<file path="config.mk">
export PLATFORM = sky130hd
export DESIGN_NAME = nd_2to1_flat
export DESIGN_NICKNAME = d
export VERILOG_FILES = /design/src/rtl/nd_2to1_if.sv /design/src/rtl/nd_2to1.sv /design/src/flat_wrapper.sv
export SDC_FILE = /design/constraint.sdc
export NUM_CORES = 1
export LEC_CHECK = 0
export ABC_AREA = 1
export CORE_UTILIZATION = 30
export CTS_BUF_LIST = sky130_fd_sc_hd__clkbuf_4 sky130_fd_sc_hd__clkbuf_8
export DETAILED_ROUTE_END_ITERATION = 8
export DONT_BUFFER_PORTS = 1
export SLEW_MARGIN = 20
export SYNTH_ARGS = -nofsm -noshare
export SYNTH_HDL_FRONTEND = slang
export SYNTH_SLANG_ARGS = --single-unit
</file>
<file path="constraint.sdc">
create_clock -name i_clk -period 2.8 [get_ports i_clk]
set_clock_uncertainty 0.15 [all_clocks]
set_input_delay 0.28 -clock i_clk [delete_from_list [all_inputs] [get_ports i_clk]]
set_output_delay 0.28 -clock i_clk [all_outputs]
set_load 0.02 [all_outputs]
</file>
<file path="src/rtl/nd_2to1_if.sv">
// nd_2to1_if: req/ack message channel carrying {src, dst, dat} between network nodes.
// Latency: none (wires only).
// Backpressure: four-phase req/ack. The master holds src/dst/dat and req until ack rises,
//   then drops req. The slave drops ack once req is low.
// Modports: master drives src/dst/dat/req and samples ack; slave samples src/dst/dat/req and drives ack.
`ifndef NS_ADDRESS_SIZE
`define NS_ADDRESS_SIZE 8
`endif
`ifndef NS_DATA_SIZE
`define NS_DATA_SIZE 8
`endif

interface nd_2to1_if #(
  parameter int ASZ = `NS_ADDRESS_SIZE,
  parameter int DSZ = `NS_DATA_SIZE
);
  logic [ASZ-1:0] src;
  logic [ASZ-1:0] dst;
  logic [DSZ-1:0] dat;
  logic           req;
  logic           ack;

  modport master (output src, output dst, output dat, output req, input  ack);
  modport slave  (input  src, input  dst, input  dat, input  req, output ack);
endinterface

</file>
<file path="src/rtl/nd_2to1.sv">
// nd_2to1: two-input merge node. Per-input message FIFO, round-robin arbitration onto one req/ack output.
// Latency: a message accepted at edge t into an empty block is loaded at edge t+1, so req rises after t+1.
//   Peak rate is one message per 3 cycles (IDLE / WAIT_ACK / RELEASE).
// Backpressure: an input's ack is withheld while its FIFO is full. The output holds its message until acked.
// Ports: i_clk, reset (sync, active high), ready (high once initialised),
//   snd0 (master channel out), rcv0/rcv1 (slave channels in).
// Parameters: FSZ FIFO depth (>=2), ASZ src/dst width, DSZ dat width.
// Build option: ND_2TO1_FIXED_PRIO_EN makes input 0 always win over input 1 (no round-robin pointer).
`ifndef NS_MESSAGE_FIFO_SIZE
`define NS_MESSAGE_FIFO_SIZE 4
`endif
`ifndef NS_ADDRESS_SIZE
`define NS_ADDRESS_SIZE 8
`endif
`ifndef NS_DATA_SIZE
`define NS_DATA_SIZE 8
`endif

// nd_2to1_fifo: generic circular FIFO with a synchronous clear.
// Latency: a write is visible at rd_dat_o one cycle later. Reads are show-ahead (the tail entry is always presented).
// Backpressure: none internally. The caller must not write when full_o or read when empty_o.
// full_o/empty_o come from the registered count, so a write and a read in the same cycle leave the count unchanged.
module nd_2to1_fifo #(
  parameter int W = 8,
  parameter int D = 4
) (
  input  logic         i_clk,
  input  logic         clr_i,
  input  logic         wr_i,
  input  logic [W-1:0] wr_dat_i,
  input  logic         rd_i,
  output logic [W-1:0] rd_dat_o,
  output logic         full_o,
  output logic         empty_o
);
  localparam int PW = (D > 1) ? $clog2(D) : 1;
  localparam int CW = $clog2(D + 1);

  logic [W-1:0]  mem_q [D];
  logic [PW-1:0] head_q, head_d;
  logic [PW-1:0] tail_q, tail_d;
  logic [CW-1:0] count_q, count_d;

  // Pointers wrap explicitly, so D need not be a power of two.
  function automatic logic [PW-1:0] wrap_inc(input logic [PW-1:0] p);
    return (p == PW'(D - 1)) ? '0 : p + PW'(1);
  endfunction

  always_comb begin
    head_d  = head_q;
    tail_d  = tail_q;
    count_d = count_q;
    if (wr_i) head_d = wrap_inc(head_q);
    if (rd_i) tail_d = wrap_inc(tail_q);
    case ({wr_i, rd_i})
      2'b10:   count_d = count_q + CW'(1);
      2'b01:   count_d = count_q - CW'(1);
      default: count_d = count_q;
    endcase
  end

  always_ff @(posedge i_clk) begin
    if (clr_i) begin
      head_q  <= '0;
      tail_q  <= '0;
      count_q <= '0;
    end else begin
      head_q  <= head_d;
      tail_q  <= tail_d;
      count_q <= count_d;
    end
  end

  // Storage is not cleared. Emptiness is tracked by count alone.
  always_ff @(posedge i_clk) begin
    if (wr_i && !clr_i) mem_q[head_q] <= wr_dat_i;
  end

  assign rd_dat_o = mem_q[tail_q];
  assign full_o   = (count_q == CW'(D));
  assign empty_o  = (count_q == '0);
endmodule

module nd_2to1 #(
  parameter int FSZ = `NS_MESSAGE_FIFO_SIZE,
  parameter int ASZ = `NS_ADDRESS_SIZE,
  parameter int DSZ = `NS_DATA_SIZE
) (
  input  logic      i_clk,
  input  logic      reset,
  output logic      ready,
  nd_2to1_if.master snd0,
  nd_2to1_if.slave  rcv0,
  nd_2to1_if.slave  rcv1
);
  typedef struct packed {
    logic [ASZ-1:0] src;
    logic [ASZ-1:0] dst;
    logic [DSZ-1:0] dat;
  } msg_t;

  localparam int MW = $bits(msg_t);

  typedef enum logic [1:0] {
    S_IDLE     = 2'd0,
    S_WAIT_ACK = 2'd1,
    S_RELEASE  = 2'd2
  } state_e;

  // ready_q low marks both reset and the single init cycle that follows it.
  // All state is held at its initial value while hold is high.
  logic ready_q;
  logic hold;
  logic run;

  assign hold  = reset | ~ready_q;
  assign run   = ~hold;
  assign ready = ready_q;

  always_ff @(posedge i_clk) begin
    if (reset) ready_q <= 1'b0;
    else       ready_q <= 1'b1;
  end

  // ---------------------------------------------------------------- inputs
  msg_t in0_msg, in1_msg;
  msg_t fifo0_dat, fifo1_dat;
  logic full0, full1, empty0, empty1;
  logic wr0, wr1, rd0, rd1;
  logic ack0_q, ack0_d, ack1_q, ack1_d;

  assign in0_msg = {rcv0.src, rcv0.dst, rcv0.dat};
  assign in1_msg = {rcv1.src, rcv1.dst, rcv1.dat};

  // Accept only on a fresh request: the ack of the previous message must have been released first.
  assign wr0 = run & rcv0.req & ~ack0_q & ~full0;
  assign wr1 = run & rcv1.req & ~ack1_q & ~full1;

  always_comb begin
    ack0_d = ack0_q;
    if (wr0)            ack0_d = 1'b1;
    else if (!rcv0.req) ack0_d = 1'b0;
    ack1_d = ack1_q;
    if (wr1)            ack1_d = 1'b1;
    else if (!rcv1.req) ack1_d = 1'b0;
  end

  always_ff @(posedge i_clk) begin
    if (hold) begin
      ack0_q <= 1'b0;
      ack1_q <= 1'b0;
    end else begin
      ack0_q <= ack0_d;
      ack1_q <= ack1_d;
    end
  end

  assign rcv0.ack = ack0_q;
  assign rcv1.ack = ack1_q;

  nd_2to1_fifo #(.W(MW), .D(FSZ)) u_fifo0 (
    .i_clk    (i_clk),
    .clr_i    (hold),
    .wr_i     (wr0),
    .wr_dat_i (in0_msg),
    .rd_i     (rd0),
    .rd_dat_o (fifo0_dat),
    .full_o   (full0),
    .empty_o  (empty0)
  );

  nd_2to1_fifo #(.W(MW), .D(FSZ)) u_fifo1 (
    .i_clk    (i_clk),
    .clr_i    (hold),
    .wr_i     (wr1),
    .wr_dat_i (in1_msg),
    .rd_i     (rd1),
    .rd_dat_o (fifo1_dat),
    .full_o   (full1),
    .empty_o  (empty1)
  );

  // ---------------------------------------------------------------- arbiter
  logic any_vld;
  logic load;
  logic grant1;  // 1: input 1 feeds the next load, 0: input 0

  assign any_vld = ~empty0 | ~empty1;

`ifdef ND_2TO1_FIXED_PRIO_EN
  assign grant1 = empty0;
`else
  // ptr_q remembers the last granted input. On a tie the other input wins.
  // It comes out of init pointing at input 1, so input 0 wins the first tie.
  logic ptr_q, ptr_d;

  always_comb begin
    if (empty0)      grant1 = 1'b1;
    else if (empty1) grant1 = 1'b0;
    else             grant1 = ~ptr_q;
  end

  always_comb ptr_d = load ? grant1 : ptr_q;

  always_ff @(posedge i_clk) begin
    if (hold) ptr_q <= 1'b1;
    else      ptr_q <= ptr_d;
  end
`endif

  assign rd0 = load & ~grant1;
  assign rd1 = load &  grant1;

  // ---------------------------------------------------------------- output FSM
  state_e state_q, state_d;
  logic   snd0_req_w;

  always_ff @(posedge i_clk) begin
    if (hold) state_q <= S_IDLE;
    else      state_q <= state_d;
  end

  always_comb begin
    state_d = state_q;
    case (state_q)
      S_IDLE:     if (any_vld)   state_d = S_WAIT_ACK;
      S_WAIT_ACK: if (snd0.ack)  state_d = S_RELEASE;
      S_RELEASE:  if (!snd0.ack) state_d = S_IDLE;
      default:                   state_d = S_IDLE;
    endcase
  end

  // req is a pure decode of the registered state, so it is glitch-free.
  // The FIFO pop and the output load happen on the IDLE -> WAIT_ACK edge.
  always_comb begin
    load       = 1'b0;
    snd0_req_w = 1'b0;
    case (state_q)
      S_IDLE:     load       = run & any_vld;
      S_WAIT_ACK: snd0_req_w = 1'b1;
      default:    ;
    endcase
  end

  // Output message register. It stays stable from req rise until the next load.
  msg_t out_q, out_d;

  always_comb out_d = load ? (grant1 ? fifo1_dat : fifo0_dat) : out_q;

  always_ff @(posedge i_clk) begin
    if (hold) out_q <= '0;
    else      out_q <= out_d;
  end

  assign snd0.src = out_q.src;
  assign snd0.dst = out_q.dst;
  assign snd0.dat = out_q.dat;
  assign snd0.req = snd0_req_w;
endmodule

</file>
<file path="src/flat_wrapper.sv">
// flat-port wrapper written by rule: the top's interface ports become plain ports
module nd_2to1_flat 
#(
  parameter int FSZ = `NS_MESSAGE_FIFO_SIZE,
  parameter int ASZ = `NS_ADDRESS_SIZE,
  parameter int DSZ = `NS_DATA_SIZE
)
  (i_clk, reset, ready, snd0_src, snd0_dst, snd0_dat, snd0_req, snd0_ack, rcv0_src, rcv0_dst, rcv0_dat, rcv0_req, rcv0_ack, rcv1_src, rcv1_dst, rcv1_dat, rcv1_req, rcv1_ack);
  nd_2to1_if #(.ASZ(ASZ), .DSZ(DSZ)) snd0_i ();
  nd_2to1_if #(.ASZ(ASZ), .DSZ(DSZ)) rcv0_i ();
  nd_2to1_if #(.ASZ(ASZ), .DSZ(DSZ)) rcv1_i ();
  input  logic i_clk;
  input  logic reset;
  output logic ready;
  output wire logic [$bits(snd0_i.src)-1:0] snd0_src;
  output wire logic [$bits(snd0_i.dst)-1:0] snd0_dst;
  output wire logic [$bits(snd0_i.dat)-1:0] snd0_dat;
  output wire logic [$bits(snd0_i.req)-1:0] snd0_req;
  input wire logic [$bits(snd0_i.ack)-1:0] snd0_ack;
  input wire logic [$bits(rcv0_i.src)-1:0] rcv0_src;
  input wire logic [$bits(rcv0_i.dst)-1:0] rcv0_dst;
  input wire logic [$bits(rcv0_i.dat)-1:0] rcv0_dat;
  input wire logic [$bits(rcv0_i.req)-1:0] rcv0_req;
  output wire logic [$bits(rcv0_i.ack)-1:0] rcv0_ack;
  input wire logic [$bits(rcv1_i.src)-1:0] rcv1_src;
  input wire logic [$bits(rcv1_i.dst)-1:0] rcv1_dst;
  input wire logic [$bits(rcv1_i.dat)-1:0] rcv1_dat;
  input wire logic [$bits(rcv1_i.req)-1:0] rcv1_req;
  output wire logic [$bits(rcv1_i.ack)-1:0] rcv1_ack;
  assign snd0_src = snd0_i.src;
  assign snd0_dst = snd0_i.dst;
  assign snd0_dat = snd0_i.dat;
  assign snd0_req = snd0_i.req;
  assign snd0_i.ack = snd0_ack;
  assign rcv0_i.src = rcv0_src;
  assign rcv0_i.dst = rcv0_dst;
  assign rcv0_i.dat = rcv0_dat;
  assign rcv0_i.req = rcv0_req;
  assign rcv0_ack = rcv0_i.ack;
  assign rcv1_i.src = rcv1_src;
  assign rcv1_i.dst = rcv1_dst;
  assign rcv1_i.dat = rcv1_dat;
  assign rcv1_i.req = rcv1_req;
  assign rcv1_ack = rcv1_i.ack;
  nd_2to1 #(.FSZ(FSZ), .ASZ(ASZ), .DSZ(DSZ)) u_core (.i_clk(i_clk), .reset(reset), .ready(ready), .snd0(snd0_i), .rcv0(rcv0_i), .rcv1(rcv1_i));
endmodule
</file>
==> qor.txt <==
Outcome: finished, violations left
Failing checks: DRC
First-pass GRT wire length: 33100 um
Gate Count Post-Synth: 807
Hold_ws: 0.0396 ns
Worst Hold Class: primary input to register
Non-Filler Instances: 1308
Drt first pass iters: 7
Number of flops mapped to enable cells by yosys: 192
DR vias: 6066
Final #Nets: 948
Ys Warns: 0
Net count after synthesis: 873
Routed wire per std cell: 16.4 um
Clock-pin slew on the worst setup and hold paths: 0.06 ns
FP Rows: 64
Total wire length after detailed routing: 21500 um
DRT iter0 DRCs: 315
Via/cell ratio: 4.64
GRT Overall Usage: 13.6%
Relative slew slack: 57.6%
Main area contributors after synthesis: edfxtp_1 61%, dfxtp_1 10%, nand2_1 6.4%
Io pins: 81
Total gr overflow: 0
Cell with the most instances after synthesis: edfxtp_1
Number of buffers created by CTS: 38
Core region area: 30700 um2
Filler instances: 3053
Peak supply drop: 0.599 mV
Critical path launch point type: register
Share of cells above drive strength 1: 12.1%
Critical path arrival: 2.69 ns
Port buffer count: 0
Detailed Place HPWL: 13100 um
H-tree depth: 2
Synth Cell Area: 9440 um2
Final Wtd Congestion: 0.793
Die Ht: 179 um
Worst-case clock buffer depth: 3
Worst skew pair latency: 0.53 ns
Crit end category: register
Worst Hold Depth: 3
Post-synth top area share: 61.1%
Synthesized area per cell: 11.7 um2
Initial antenna violation count: 1
Pwr/cell area: 641 nW/um2
Synth Flop Type: edfxtp_1
Final Hold Violating Endpoints: 0
Setup TNS: 0 ns
CP Class: register to register
Clock tree sinks: 240
Yosys reg bits: 240
Worst-margin pin slew: 0.635 ns
Worst Path Required: 3.06 ns
Residual DRC: 12
Register area share after synthesis: 71.3%
Yosys top cell by area: edfxtp_1
Final period utilization: 87.0%
Max Slew Vio Count: 0
CTS root buffer: clkbuf_8
Post-CTS setup buffers: 0
Initial Util: 30.7%
Diodes inserted: 0
Unrepaired setup endpoints after global routing: no
Pwr Total: 7.20 mW
Final setup viols: 0
Post-route minimum period: 2.43 ns
Netlist cell types: 31
Die Wd: 179 um
Full die area: 32200 um2
Pleak: 4.12 nW
Top post-synthesis cells by count: 192 x edfxtp_1, 162 x nand2_1, 79 x o21ai_0, 77 x nor2_1, 51 x a21oi_1
Routed Antenna Nets: 0
Fmax: 0.411 GHz
Largest net degree at the start of global routing: 49
CP Max Fanout: 14
CTS tree: done
Post_cts resized: 0
Worst-case reg-to-reg path depth: 11
Placed cells: 1186
Area delta synth->final: 19.1%
Ys async rst share: 0%
Vias in the first global route: 5997
Number of max-cap violations: 0
kinds of logic (layout without fill, tap and decap cells):
kind of cell             Yosys count  in the layout  share of synthesized area (%)
AO/OA/AOI/OAI                    177            177                           10.1
adder cells (fa/ha/maj)           13             13                           1.88
buffers and inverters             96            201                           4.29
flip-flops                       240            240                           71.3
AND/OR/NAND/NOR                  281            281                           12.4
cell type report:
type,count,area [um2],area share [%]
clock inverters,17,134,1.19
flip-flops and latches,240,6730,59.8
well taps,396,495,4.41
repair buffers,75,693,6.17
inverters,56,213,1.89
clock buffers,53,654,5.82
multi-input cells,471,2330,20.7
sequential cells by signal, indices dropped and copies added, names as in the netlist, 2 cells and up, named ones only:
| signal | cells |
|---|---|
| u_core.snd0.dat | 8 |
| u_core.snd0.dst | 8 |
| u_core.snd0.src | 8 |
| u_core.state_q | 2 |
| u_core.u_fifo0.count_q | 3 |
| u_core.u_fifo0.head_q | 2 |
| u_core.u_fifo0.mem_q | 96 |
| u_core.u_fifo0.tail_q | 2 |
| u_core.u_fifo1.count_q | 3 |
| u_core.u_fifo1.head_q | 2 |
| u_core.u_fifo1.mem_q | 96 |
| u_core.u_fifo1.tail_q | 2 |
per-layer routing:
| metal | global-route usage (%) | routed length (um) |
|---|---|---|
| met4 | 4.69 | 539 |
| met2 | 22.3 | 10000 |
| met1 | 16.7 | 9290 |
| met3 | 4.54 | 1600 |
| met5 | 0 | 13 |
path summary, 6_finish.rpt:
kind / startpoint / end / slack (ns)
worst max-delay path: u_core.ready / u_core.u_fifo0.count_q[2] / 0.37
worst min-delay path: rcv0_req / u_core.u_fifo0.head_q[1] / 0.04
worst max register to register: u_core.ready / u_core.u_fifo0.count_q[2] / 0.37
worst min register to register: u_core.u_fifo0.tail_q[1] / register / 0.37
report_power, final:
group          total (mW)  switching (mW)  internal [mW]
registers            3.90          0.0192           3.88
logic               0.227           0.138         0.0899
clock network        3.07            1.36           1.71
total                7.20            1.52           5.68
repair_timing:
| action | 4_1_cts | 5_1_grt |
|---|---|---|
| hold buffers | 52 | 0 |
| setup endpoints to repair | 0 | 0 |
| hold endpoints to repair | 209 | 0 |
stage by stage:
step,setup WS [ns],area [um2],util (%)
6_report,0.365,11200,36.6
5_1_grt,0.181,11200,36.6
4_1_cts,0.372,11200,36.6
3_5_place_dp,0.392,9930,32.3
3_3_place_gp,0.447,9930,32.3
2_1_floorplan,0.265,9440,-
placed cells by master (no fill, tap or decap), drive strengths merged, types with 5 or more instances in the layout:
cell type	Yosys	layout
clkbuf	19	53
a31oi	5	5
clkinv	0	12
o21ai	85	85
inv	56	58
nand3	26	26
a21oi	51	51
buf	21	23
dlygate4sd3	0	52
nor2	83	83
dfxtp	48	48
nand2	168	168
ha	11	11
edfxtp	192	192
o22ai	28	28
worst max-delay path, stage by stage (launching register included):
cell and delay [ns]:
dfxtp_1 0.49, nand2_4 0.18, inv_4 0.14, nand2_4 0.09
nor2_8 0.11, ha_1 0.13, inv_1 0.07, fa_1 0.43
a21oi_1 0.16, o21ai_0 0.12, o21ai_0 0.17, a21oi_1 0.06
No activity file was read; power rests on OpenSTA's default activity.
